**src/rtl/line_clear_ctrl.sv**
```systemverilog
// line_clear_ctrl
//   Owns the locked-board register that feeds the blit overlay base_state.
//   A lock request commits the overlay output (board plus active piece) into
//   the register, then the board is scanned bottom-up. Every full row is
//   collapsed and counted, and the spawn rows are checked for top-out.
//
//   Board layout (game_state_t): logic [9:0][19:0], indexed board[x][y],
//   x = column 0..9, y = row 0..19 (row 0 top, row 19 bottom).
//
//   Ports
//     clk, reset      system clock, synchronous active-high reset
//     lock_req        commit request, honoured only when idle
//     board_clear     new-game clear, honoured only when idle (wins over lock_req)
//     merged_state    blit overlay output (locked board plus active piece)
//     board_state     locked board register
//     busy            high while a lock sequence is in progress
//     lock_done       one-cycle pulse at the end of a lock sequence
//     lines_cleared   rows cleared by the last lock (saturates at 20)
//     total_lines     running cleared-row total (saturating)
//     game_over       sticky top-out flag
//     flash_active    high while a full row is flashed
//     flash_row       row being flashed/cleared
//
//   Build option: define LINE_CLEAR_FLASH_EN to hold each full row for
//   FLASH_CYCLES cycles with flash_active set before it collapses.
module line_clear_ctrl #(
    parameter int unsigned SPAWN_ROWS   = 2,
    parameter int unsigned FLASH_CYCLES = 8,
    parameter int unsigned COUNT_W      = 16
) (
    input  logic                   clk,
    input  logic                   reset,
    input  logic                   lock_req,
    input  logic                   board_clear,
    input  logic [9:0][19:0]       merged_state,
    output logic [9:0][19:0]       board_state,
    output logic                   busy,
    output logic                   lock_done,
    output logic [4:0]             lines_cleared,
    output logic [COUNT_W-1:0]     total_lines,
    output logic                   game_over,
    output logic                   flash_active,
    output logic [4:0]             flash_row
);

    localparam logic [4:0] LAST_ROW  = 5'd19;
    localparam logic [4:0] MAX_LINES = 5'd20;

    typedef enum logic [2:0] {
        S_IDLE,
        S_COMMIT,
        S_SCAN,
`ifdef LINE_CLEAR_FLASH_EN
        S_FLASH,
`endif
        S_COLLAPSE,
        S_DONE
    } state_t;

    state_t               state_q;
    logic [9:0][19:0]     board_q;
    logic [4:0]           ptr_q;
    logic                 busy_q;
    logic                 done_q;
    logic [4:0]           lines_q;
    logic [COUNT_W-1:0]   total_q;
    logic                 over_q;
    logic [4:0]           frow_q;

`ifdef LINE_CLEAR_FLASH_EN
    localparam int unsigned FW = (FLASH_CYCLES > 1) ? $clog2(FLASH_CYCLES) : 1;
    logic          flash_q;
    logic [FW-1:0] fcnt_q;
`endif

    logic             row_full_d;
    logic             above_full_d;
    logic [4:0]       above_idx_d;
    logic [9:0][19:0] collapsed_d;
    logic             topout_d;

    always_comb begin
        row_full_d   = 1'b1;
        above_idx_d  = (ptr_q == '0) ? '0 : ptr_q - 5'd1;
        above_full_d = (ptr_q != '0);
        for (int unsigned x = 0; x < 10; x++) begin
            row_full_d   = row_full_d & board_q[x][ptr_q];
            above_full_d = above_full_d & board_q[x][above_idx_d];
        end

        // Remove row ptr: everything above it drops by one, row 0 refills empty.
        collapsed_d = board_q;
        for (int unsigned x = 0; x < 10; x++) begin
            collapsed_d[x][0] = 1'b0;
            for (int unsigned y = 1; y < 20; y++) begin
                if (5'(y) <= ptr_q) begin
                    collapsed_d[x][y] = board_q[x][y-1];
                end
            end
        end

        topout_d = 1'b0;
        for (int unsigned y = 0; y < SPAWN_ROWS && y < 20; y++) begin
            for (int unsigned x = 0; x < 10; x++) begin
                topout_d = topout_d | board_q[x][y];
            end
        end
    end

    always_ff @(posedge clk) begin
        if (reset) begin
            state_q <= S_IDLE;
            board_q <= '0;
            ptr_q   <= '0;
            busy_q  <= 1'b0;
            done_q  <= 1'b0;
            lines_q <= '0;
            total_q <= '0;
            over_q  <= 1'b0;
            frow_q  <= '0;
`ifdef LINE_CLEAR_FLASH_EN
            flash_q <= 1'b0;
            fcnt_q  <= '0;
`endif
        end else begin
            done_q <= 1'b0;
            case (state_q)
                S_IDLE: begin
                    if (board_clear) begin
                        board_q <= '0;
                        total_q <= '0;
                        over_q  <= 1'b0;
                        lines_q <= '0;
                    end else if (lock_req) begin
                        lines_q <= '0;
                        busy_q  <= 1'b1;
                        state_q <= S_COMMIT;
                    end
                end
                S_COMMIT: begin
                    board_q <= merged_state;
                    ptr_q   <= LAST_ROW;
                    state_q <= S_SCAN;
                end
                S_SCAN: begin
                    if (row_full_d) begin
                        frow_q <= ptr_q;
`ifdef LINE_CLEAR_FLASH_EN
                        flash_q <= 1'b1;
                        fcnt_q  <= FW'(FLASH_CYCLES - 1);
                        state_q <= S_FLASH;
`else
                        state_q <= S_COLLAPSE;
`endif
                    end else if (ptr_q == '0) begin
                        done_q  <= 1'b1;
                        state_q <= S_DONE;
                    end else begin
                        ptr_q <= ptr_q - 5'd1;
                    end
                end
`ifdef LINE_CLEAR_FLASH_EN
                S_FLASH: begin
                    if (fcnt_q == '0) begin
                        flash_q <= 1'b0;
                        state_q <= S_COLLAPSE;
                    end else begin
                        fcnt_q <= fcnt_q - FW'(1);
                    end
                end
`endif
                S_COLLAPSE: begin
                    board_q <= collapsed_d;
                    if (lines_q != MAX_LINES) lines_q <= lines_q + 5'd1;
                    if (total_q != '1) total_q <= total_q + COUNT_W'(1);
                    // The re-check of row ptr is folded into this cycle: after the
                    // collapse it holds the old row ptr-1, so its fullness is known
                    // now and no separate scan cycle is spent on it.
                    if (above_full_d) begin
`ifdef LINE_CLEAR_FLASH_EN
                        flash_q <= 1'b1;
                        fcnt_q  <= FW'(FLASH_CYCLES - 1);
                        state_q <= S_FLASH;
`else
                        state_q <= S_COLLAPSE;
`endif
                    end else if (ptr_q == '0) begin
                        done_q  <= 1'b1;
                        state_q <= S_DONE;
                    end else begin
                        ptr_q   <= ptr_q - 5'd1;
                        state_q <= S_SCAN;
                    end
                end
                S_DONE: begin
                    over_q  <= over_q | topout_d;
                    busy_q  <= 1'b0;
                    state_q <= S_IDLE;
                end
                default: state_q <= S_IDLE;
            endcase
        end
    end

    assign board_state   = board_q;
    assign busy          = busy_q;
    assign lock_done     = done_q;
    assign lines_cleared = lines_q;
    assign total_lines   = total_q;
    assign game_over     = over_q;
    assign flash_row     = frow_q;

`ifdef LINE_CLEAR_FLASH_EN
    assign flash_active = flash_q;
`else
    logic unused_flash_cycles;
    assign unused_flash_cycles = (FLASH_CYCLES != 0);
    assign flash_active        = 1'b0;
`endif

endmodule
```
**config.mk**
```make
export PLATFORM = sky130hd
export DESIGN_NAME = line_clear_ctrl
export DESIGN_NICKNAME = d
export VERILOG_FILES = /design/src/rtl/line_clear_ctrl.sv
export SDC_FILE = /design/constraint.sdc
export NUM_CORES = 1
export LEC_CHECK = 0
export CORE_UTILIZATION = 35
export CTS_BUF_LIST = sky130_fd_sc_hd__clkbuf_16
export DETAILED_ROUTE_END_ITERATION = 8
export DONT_BUFFER_PORTS = 1
export PLACE_DENSITY = 0.57
export RECOVER_POWER = 100
export SLEW_MARGIN = 20
export SYNTH_ARGS = -nofsm -noshare
export SYNTH_HDL_FRONTEND = slang
export SYNTH_SLANG_ARGS = --single-unit
export TNS_END_PERCENT = 20
```
**constraint.sdc**
```tcl
create_clock -name clk -period 4.56 [get_ports clk]
set_input_delay 0.456 -clock clk [delete_from_list [all_inputs] [get_ports clk]]
set_output_delay 0.456 -clock clk [all_outputs]
set_load 0.005 [all_outputs]
```
==> flow_summary.json, run 1 <==
{
  "relSlewSlack_pct": -27.82,
  "fin_setup_tns_ps": 0,
  "clk_latency_ps": 580,
  "vdd_drop_max_uv": 239.4,
  "grt_max_degree": 119,
  "critPathRequiredTime_ps": 5040,
  "slowest_delay_ps": 830,
  "synth_top_cell_by_area": "dfxtp_1",
  "worst-endpoint-arrival_ps": 4510,
  "cts.sinks": 237,
  "status": "finished with violations",
  "skew_ps": 25.67,
  "drv_slew": 81,
  "initial_core_util_pct": 35.43,
  "nets": 1847,
  "async_flop_share_pct": 0,
  "rows": 72,
  "cap_viol_max_count": 3,
  "post-route-drc-count": 0,
  "synth_top_cells_by_count": "nor2_1, mux2i_1, dfxtp_1, a21oi_1, nor3_1",
  "rsz0062_at_grt": "false",
  "crit_path_end_kind": "flip-flop",
  "r2r-end": "ptr_q[1]",
  "synth_edf_count": 0,
  "avgViaCountPerCell": 6.104,
  "routed-via-count": 13260,
  "hp-start": "reset",
  "period_share_pct": 88.50,
  "synth_area_um2": 13660,
  "place_ws_ps": 981.8,
  "fin_ws_ps": 524.6,
  "cts_root_buffer": "clkbuf_16",
  "hold_viol_final": 0,
  "finalCriticalPeriod_ps": 4035,
  "reg2reg_slack_ps": 520,
  "min_path_type": "in -> reg",
  "post_cts_buffers": 0,
  "cellPowerDensity_nw_per_um2": 388.1,
  "path_clk_slew_ps": 60,
  "comb_power_share_pct": 22.0,
  "die_w_um": 199.6,
  "grt_pass1_wl_mm": 83.43,
  "syn2layout_area_growth_pct": 9.452,
  "htreeDepth": 1,
  "postCtsHoldBufs": 4,
  "r2r_start": "ptr_q[2]",
  "worst_pin_slew_ps": 1917,
  "startpoint_type": "flip-flop",
  "diodes": 0,
  "dieHeight_um": 199.6,
  "worstSetupPathType": "reg -> reg",
  "core_um2": 38560,
  "ant_nets": 0,
  "ys_warn_count": 0,
  "port_buffers": 0,
  "max_freq_mhz": 247.8,
  "ctsResizeCount": 0,
  "cts_buffers": 28,
  "r2r_cells": 10,
  "switching_share_pct": 33.10,
  "ys_ff_latch": 237,
  "ys_types": 72,
  "worstHoldPathCells": 2,
  "cp_max_fo": 36,
  "cp_cell_sequence": "nor2b_1, a221oi_1, nor2_1, a2111oi_0, nor3_1, nor4b_2, clkbuf_1, a2111oi_1, and2_4, a311oi_1",
  "wire_per_inst_um": 27.04,
  "drt_wl_total_mm": 58.75,
  "ys.flop_type": "dfxtp_1",
  "seq_area_frac_synth_pct": 34.73,
  "grt_pass1_vias": 12100,
  "failed_checks": "capacitance limit, slew limit",
  "leakage_nw": 4.964,
  "post-synth-top-count-cell": "nor2_1",
  "seq_power_share_pct": 39.3,
  "drive_above_1_share_pct": 5.740,
  "switchingPower_mw": 1.921,
  "slowest_stage": "dfxtp_2",
  "syn_nets": 1922,
  "gp_congestion": 0.9545,
  "cts_tree": "done",
  "globalRoute.totalOverflow": 0,
  "die_area_um2": 39820,
  "first_pass_iters": 5,
  "ios": 434,
  "grt.total_usage_pct": 28.22,
  "antenna_found_initial": 0,
  "internal-power_mw": 3.882,
  "synth.area.top_cells": "dfxtp_1, mux2i_1, nor2_1",
  "dr.first_iter.drc_count": 951,
  "min_to": "ptr_q[0]",
  "max-clock-path-buffers": 3,
  "synth_top_area_share_pct": 34.73,
  "p_clk_share_pct": 38.6,
  "dpl.hpwl_mm": 42.23,
  "synth.avg_cell_area_um2": 7.984,
  "postSynthCellCount": 1711,
  "setup_viol": 0
}
## power by group through the flow
| stage | combinational (mW) | sequential (mW) | clock, mW |
|---|---|---|---|
| final | 1.28 | 2.28 | 2.24 |
| after global routing | 1.37 | 2.29 | 2.36 |
| after CTS | 1.26 | 2.28 | 2.29 |
| after detailed placement | 1.22 | 2.33 | 0 |
| after global placement | 1.20 | 2.33 | 0 |
| after floorplan | 0.968 | 2.24 | 0 |
## per-stage QoR
| step | area, µm² | util [%] | cells | power, mW | hold WS [ps] |
|---|---|---|---|---|---|
| 2_1_floorplan | 13660 | - | 1711 | 3.206 | 477.0 |
| 3_3_place_gp | 14000 | 36.31 | 2120 | 3.523 | 497.4 |
| 3_5_place_dp | 14000 | 36.32 | 2120 | 3.541 | 515.1 |
| 4_1_cts | 14990 | 38.88 | 2173 | 5.829 | 7.638 |
| 5_1_grt | 14950 | 38.78 | 2173 | 6.018 | 35.75 |
| 6_report | 14950 | 38.78 | 2173 | 5.803 | 35.74 |
## flip-flops by register name (all words and copies together), names as in the netlist
register and cells:
busy 1, ptr_q 5, state_q 3, total_lines 16
board_state 200, flash_row 5, lines_cleared 5, lock_done 1
game_over 1
## how the worst max path moves through the flow
stage                         from       end  slack [ps]  cells after the start
after floorplan           ptr_q[0]  ptr_q[1]        1340                     14
after global placement    ptr_q[0]  ptr_q[1]         990                     10
after detailed placement  ptr_q[0]  ptr_q[1]         980                     13
after CTS                 ptr_q[0]  ptr_q[1]         940                     13
after global routing      ptr_q[2]  ptr_q[1]         320                     10
final                     ptr_q[2]  ptr_q[1]         520                     10
## area by class of cell
class	instances	area [µm²]
fillers	4085	23610
flip-flops and latches	237	4751
well taps	518	648.1
clock inverters	20	168.9
repair buffers	34	304.0
clock buffers	29	725.7
inverters	14	52.55
multi-input cells	1321	8302
## layout by cell type, fill, tap and decap left out, types with 6 or more instances in the layout
cell type / instances
a21oi_1: 153
a221oi_1: 6
a22oi_1: 15
a31oi_1: 11
and3_1: 8
buf_4: 21
clkbuf_1: 7
clkbuf_16: 29
dfxtp_1: 234
ha_1: 7
inv_1: 22
mux2i_1: 279
mux4_2: 6
nand2_1: 71
nand2b_1: 13
nand3_1: 58
nand4_1: 33
nor2_1: 327
nor2b_1: 10
nor3_1: 138
nor4_1: 12
o211ai_1: 15
o21ai_0: 42
o22ai_1: 7
or3_1: 7
xnor2_1: 6
xor2_1: 10
## critical path, delay by kind of cell (launching register included)
kind	cells	cell delay (ps)
simple gates	5	1190
flops	1	830
compound gates	4	1380
buf+inv	1	530
## routing by layer
| layer | part of all wire, % | track usage [%] | up-vias |
|---|---|---|---|
| li1 | - | - | 6018 |
| met1 | 44 | 38.16 | 6506 |
| met2 | 46 | 44.89 | 649 |
| met3 | 7.6 | 6.143 | 90 |
| met4 | 2.4 | 7.803 | 0 |
| met5 | 0 | 0 | - |
## cell families (layout without fill, tap and decap cells)
group                    count (synthesis)  count (layout)  share of synthesized area (%)
adder cells (fa/ha/maj)                  7               7                         0.6411
other                                    1               1                        0.02745
AND/OR/NAND/NOR                        704             704                          23.58
multiplexers                           288             288                          21.79
flip-flops                             237             237                          34.73
AO/OA/AOI/OAI                          305             305                          13.52
XOR/XNOR                                16              16                          1.026
buffers and inverters                  153              97                          4.690
Power figures use the tool's default switching activity.
==> run 2: changes to the inputs <==
MAX_ROUTING_LAYER = met4   (was default)
clock period = 4.62 ns   (was 4.56 ns; I/O delays follow)
==> run 2 against run 1 <==
The run still ends with capacitance limit, slew limit left. Routed wire length fell by 2.3%. Sequential power barely moved. Highest routed layer unchanged. Setup slack improved by 190 ps. Via count fell by 1.4%.
==> flow_summary.json, run 2 (same netlist as run 1, synthesis figures left out) <==
{
  "slowest_stage": "dfxtp_1",
  "finalCriticalPeriod_ps": 3908,
  "comb_power_share_pct": 22.2,
  "die_area_um2": 39820,
  "dpl.hpwl_mm": 41.64,
  "grt_pass1_vias": 12080,
  "status": "finished with violations",
  "grt.total_usage_pct": 28.44,
  "drt_wl_total_mm": 57.43,
  "hold_viol_final": 0,
  "relSlewSlack_pct": -14.34,
  "rows": 72,
  "ios": 434,
  "worstHoldPathCells": 2,
  "leakage_nw": 4.909,
  "layout_common_cells": "nor2_1, mux2i_1, dfxtp_1, a21oi_1, nor3_1",
  "clk_latency_ps": 560,
  "ctsResizeCount": 0,
  "worstSetupPathType": "reg -> reg",
  "critPathRequiredTime_ps": 5090,
  "cap_viol_max_count": 2,
  "cts_buffers": 28,
  "ant_nets": 0,
  "worst-endpoint-arrival_ps": 4380,
  "syn2layout_area_growth_pct": 8.674,
  "cp_cell_sequence": "buf_4, nor2b_1, a221oi_1, nor2_1, a2111oi_0, nor3_1, nor4b_2, clkbuf_1, a2111oi_2, and2_4, a311oi_1",
  "p_clk_share_pct": 37.4,
  "switching_share_pct": 33.25,
  "r2r_cells": 11,
  "slowest_delay_ps": 750,
  "internal-power_mw": 3.717,
  "largest_reg_flops": 200,
  "fin_util_pct": 38.50,
  "grt_max_degree": 170,
  "port_buffers": 0,
  "cellPowerDensity_nw_per_um2": 375.2,
  "initial_core_util_pct": 35.43,
  "drive_above_1_share_pct": 5.027,
  "grt_pass1_wl_mm": 82.43,
  "period_share_pct": 84.59,
  "post-route-drc-count": 0,
  "startpoint_type": "flip-flop",
  "dieHeight_um": 199.6,
  "vdd_drop_max_uv": 242.6,
  "seq_power_share_pct": 40.4,
  "antenna_found_initial": 1,
  "gp_congestion": 0.9242,
  "nets": 1842,
  "cts.sinks": 237,
  "post_cts_buffers": 0,
  "routed-via-count": 13080,
  "max_freq_mhz": 255.9,
  "cp_max_fo": 27,
  "path_clk_slew_ps": 60,
  "worst_hold_slack_ps": 55.19,
  "dr.first_iter.drc_count": 1015,
  "avgViaCountPerCell": 6.026,
  "worst_pin_slew_ps": 1715,
  "switchingPower_mw": 1.852,
  "layout_commonest_cell": "nor2_1",
  "min_path_type": "in -> reg",
  "wire_per_inst_um": 26.46,
  "skew_ps": 17.41,
  "rsz0062_at_grt": "false",
  "max-clock-path-buffers": 3,
  "drv_slew": 64,
  "num-fill-cells": 4096,
  "cts_root_buffer": "clkbuf_16",
  "die_w_um": 199.6,
  "first_pass_iters": 5,
  "fin_setup_tns_ps": 0,
  "failed_checks": "capacitance limit, slew limit",
  "globalRoute.totalOverflow": 0,
  "setup_viol": 0,
  "crit_path_end_kind": "flip-flop",
  "multi_input_comb_area_um2": 8294,
  "seq_area_um2": 4748,
  "cts_tree": "done",
  "htreeDepth": 1,
  "core_um2": 38560
}
run 2: worst paths after layout:
path                                       start               to  slack (ps)
worst max register to register          ptr_q[2]         ptr_q[4]         710
worst min-delay path            merged_state[80]  board_state[80]          60
worst max-delay path                    ptr_q[2]         ptr_q[4]         710
worst min register to register   total_lines[15]  total_lines[15]         520
run 2: routing by layer:
metal  vias up  part of all wire, %  GRT usage [%]
met5         -                    0              -
met4         0                  2.3          6.531
met3        94                  8.4          6.852
met2       629                   46          43.97
met1      6345                   43          37.26
li1       6009                    -              -
run 2: what timing repair did:
item                                    CTS  global route
hold endpoints to repair                 53             0
endpoints found under the setup margin    0             0
hold buffers                              1             0
run 2: worst max-delay path, delay by kind of cell (launching register included):
| family | cells | cell delay, ps |
|---|---|---|
| AOI/OAI and AO/OA | 4 | 1090 |
| buffers and inverters | 2 | 980 |
| DFF | 1 | 750 |
| and+or+nand+nor | 5 | 1000 |
run 2: layout make-up:
type | instances | share of cell area [%]
Timing Repair Buffer | 29 | 1.686
Tap cell | 518 | 4.366
Multi-Input combinational cell | 1321 | 55.87
Antenna cell | 1 | 0.01686
Inverter | 14 | 0.3540
Clock buffer | 29 | 4.888
Sequential cell | 237 | 31.98
Clock inverter | 21 | 0.8344
run 2: power groups by stage:
stage,sequential (mW),clock (mW),combinational [mW]
2_1_floorplan,2.21,0,0.956
3_3_place_gp,2.29,0,1.20
3_5_place_dp,2.29,0,1.22
4_1_cts,2.25,2.14,1.23
5_1_grt,2.26,2.22,1.34
6_report,2.25,2.08,1.24
run 2: metrics by stage:
step                area (µm²)  total power, mW  setup slack (ps)  std cells
floorplan                13660            3.165              1402       1711
global placement         13990            3.498              1149       2117
detailed placement       14020            3.514              1103       2118
CTS                      14900            5.620              1110       2169
global route             14840            5.815             420.3       2169
finish                   14850            5.569             712.1       2170
==> RTL edit 1, RTL diff (config.mk and constraints of run 1) <==
Set the parameter `SPAWN_ROWS` to 1 (it was 2).
--- a/src/rtl/line_clear_ctrl.sv
+++ b/src/rtl/line_clear_ctrl.sv
@@ -25,5 +25,5 @@
 //   FLASH_CYCLES cycles with flash_active set before it collapses.
 module line_clear_ctrl #(
-    parameter int unsigned SPAWN_ROWS   = 2,
+    parameter int unsigned SPAWN_ROWS   = 1,
     parameter int unsigned FLASH_CYCLES = 8,
     parameter int unsigned COUNT_W      = 16
Behaviour: same outputs for any inputs over 4 cycles, from zero or initial values and one cycle with reset high; that may be too few to reach the edited logic, so the function may still have changed.
==> RTL edit 1 against run 1 <==
- the run still ends with max-capacitance violations, max-slew violations left
- clock skew is 0.012 ns lower
- cell area shrank 9.2%
- cell count down 13%
- sequential cell count did not move
- area after synthesis down 9.0%
- routed wire length fell by 4.6%
- power grew 35%
- setup slack lost 0.025 ns
- largest cell class unchanged
==> RTL edit 1: results <==
[power]
leakage_nw = 4.31
ir_worst_vdd_mv = 0.282

[critical_path]
cp.arrival_ns = 4.48
cp-endpoint = ptr_q[4]
crit_fanout = 12
reg2reg_from = ptr_q[3]

[cells_and_area]
n_clock_buffer = 27
nMultiInputCombCells = 1096
sh_seq_area = 0.350
multi_input_area_um2 = 7080
n_all_inverters = 20
final_layout_size_suffix_gt1_frac = 0.0677
n_antenna_cell = 1

[logic_synthesis]
synth_area_leaders = dfxtp_1 38%, a22oi_1 11%, a211oi_1 11%
synth_fa_ha_area_frac = 0.00705
yosysSeqAreaShare = 0.382
synth_mux_area_frac = 0.0308
yosysUniqueCellTypes = 80
synth-compound-area-share = 0.333
synth_fp_nets = 1714

[detailed_routing]
met1Wirelength_um = 23200
wl_met3_um = 5070
wl_um = 56000
wl_met2_um = 26300

[run]
drv_cap = 4

[timing]
worst_pin_slew_ns = 2.38
fin_worst_skew_ns = 0.0141
setup_ws_ns = 0.499
slew_violations = 240

[place]
pre_cts_slack_ns = 0.875
hpwl_um = 40100

[run_status]
violations = max-capacitance violations, max-slew violations
status = finished, violations left

[global_route]
grt_pass1_vias = 11800
use_met1 = 0.385
grtUsageTotal = 0.295
grt_use_met3 = 0.0725

[clock_network]
clk_latency_ns = 0.55
hold_buffers = 1

[floorplan]
tap_cells = 455

[min_path]
hold_depth = 1
min_to = board_state[9]
[RTL edit 1: changes by cell type after synthesis, sizes merged, moves of 24 or more]
cell    change
mux2i     -270
a211oi    +172
a22oi     +168
a21oi     -104
nor3      -103
nor2       -91
clkbuf     +24
[RTL edit 1: kinds of logic (layout without fill, tap and decap cells)]
family                   Yosys count  in the layout
adder cells (fa/ha/maj)            7              7
XOR/XNOR                          10             10
buffers and inverters            170            100
AND/OR/NAND/NOR                  491            491
multiplexers                      23             23
AO/OA/AOI/OAI                    564            564
other                              1              2
flip-flops                       237            237
[RTL edit 1: critical path, stage by stage, from the launching register on]
cell	delay, ns
dfxtp_1	0.66
clkbuf_1	0.54
o21a_1	0.29
o21a_1	0.43
o211ai_1	0.18
nor4bb_1	0.17
or4_1	0.56
a311o_1	0.45
and3_1	0.29
a221oi_1	0.37
[RTL edit 1: power breakdown]
group	leakage [nW]	internal [mW]	switching [mW]
Sequential	1.95	2.45	0.836
Clock	0.435	1.24	0.901
Combinational	1.93	0.847	1.58
==> RTL edit 2, RTL diff (settings of run 1) <==
Without the edit above. Register the input `merged_state` before use, without a reset. The logic sees it one clock later. The other inputs are not delayed to match.
--- a/src/rtl/line_clear_ctrl.sv
+++ b/src/rtl/line_clear_ctrl.sv
@@ -58,4 +58,10 @@
     } state_t;
 
+    logic [9:0][19:0] merged_state_q;
+
+    always_ff @(posedge clk) begin
+        merged_state_q <= merged_state;
+    end
+
     state_t               state_q;
     logic [9:0][19:0]     board_q;
@@ -139,5 +145,5 @@
                 end
                 S_COMMIT: begin
-                    board_q <= merged_state;
+                    board_q <= merged_state_q;
                     ptr_q   <= LAST_ROW;
                     state_q <= S_SCAN;
Check against the original RTL: not equivalent (Yosys sat finds a counterexample within 4 cycles, from zero or initial values and one cycle with reset high).
==> RTL edit 2 against run 1 <==
- setup slack improved by 0.16 ns
- power grew 73%
- first-iteration DRC count up 45%
- via count increased by 12%
- sequential cell count rose by 200
- largest cell class is now flip-flops and latches
- non-clock buffer count grew 203
- routed wire length grew 12%
- global-route usage is 1.6 points lower
- cell area increased by 38%
- cell count up 15%
- the flow still finishes with violations (max-capacitance violations, max-slew violations)
- clock skew is 0.0034 ns higher
- area after synthesis increased by 21%
==> RTL edit 2: results <==
[run_status]
status = finished, violations left
violations = max-capacitance violations, max-slew violations

[cells_and_area]
nNetsFinal = 2076
n_all_buffers = 237
n_clock_buffer = 48
final_layout_size_suffix_gt1_frac = 0.0726
buffer_area_frac = 0.112
layout.area.seq_um2 = 8750
n_antenna_cell = 1
final_cells = 2509
nMultiInputCombCells = 1126
multi_input_area_share = 0.346

[global_route]
use_met2 = 0.423
grt_pass1_vias = 14400
grt_use_met3 = 0.0629
use_met1 = 0.347

[logic_synthesis]
synth_fp_nets = 1938
synth_common_cells = 437 x dfxtp_1, 250 x nor2_1, 206 x a22oi_1
synth_area_leaders = dfxtp_1 53%, a22oi_1 9.3%, a211oi_1 9.0%
yosysSeqAreaShare = 0.529
yosysUniqueCellTypes = 77
netlist_instances = 1727
synth_top_area_frac = 0.529

[critical_path]
startpoint = ptr_q[0]
r2r_slack_ns = 0.68
cp.arrival_ns = 4.36

[place]
hpwl_um = 45200
placed_cell_area_um2 = 17100
place.gp.congestion = 0.986
pre_cts_slack_ns = 0.972
post-place-cells = 2220

[min_path]
min_to = state_q[0]

[detailed_routing]
drtIter0Drc = 1375
wl_met3_um = 5340
wl_met2_um = 30200
num_vias = 14900

[power]
pg_clk_mw = 3.97
power.switching_mw = 3.01

[clock_network]
hold_buffers = 202

[run]
drv_cap = 9

[timing]
max_slew_margin = -0.418
slew_violations = 240
-- RTL edit 2: cell count changes in the layout (fill, tap and decap cells not counted), moves of 8 or more --
| cell | delta |
|---|---|
| dfxtp_1 | +201 |
| o21ai_0 | -11 |
| a22oi_1 | +191 |
| mux2i_1 | -268 |
| a21oi_1 | -103 |
| a211oi_1 | +195 |
| nand4_1 | -11 |
| a311oi_1 | +8 |
| clkbuf_16 | +19 |
| nor3_1 | -127 |
| dlygate4sd3_1 | +200 |
| nor2_1 | -77 |
| nand2b_1 | -10 |
-- RTL edit 2: kinds of logic after synthesis --
logic type      share of synthesized area
xor+xnor                          0.00847
other cells                      0.000227
fa+ha+maj                         0.00529
compound gates                      0.263
flops                               0.529
mux                                0.0216
simple gates                        0.133
buf+inv                            0.0399
-- RTL edit 2: worst max-delay path: cells and delay by family (launching register included) --
family                     cells  cell delay, ns
and+or+nand+nor                3            0.92
buffers and inverters          3            0.46
DFF                            1            0.40
AOI/OAI and AO/OA              6            1.85
adders and majority gates      1            0.14
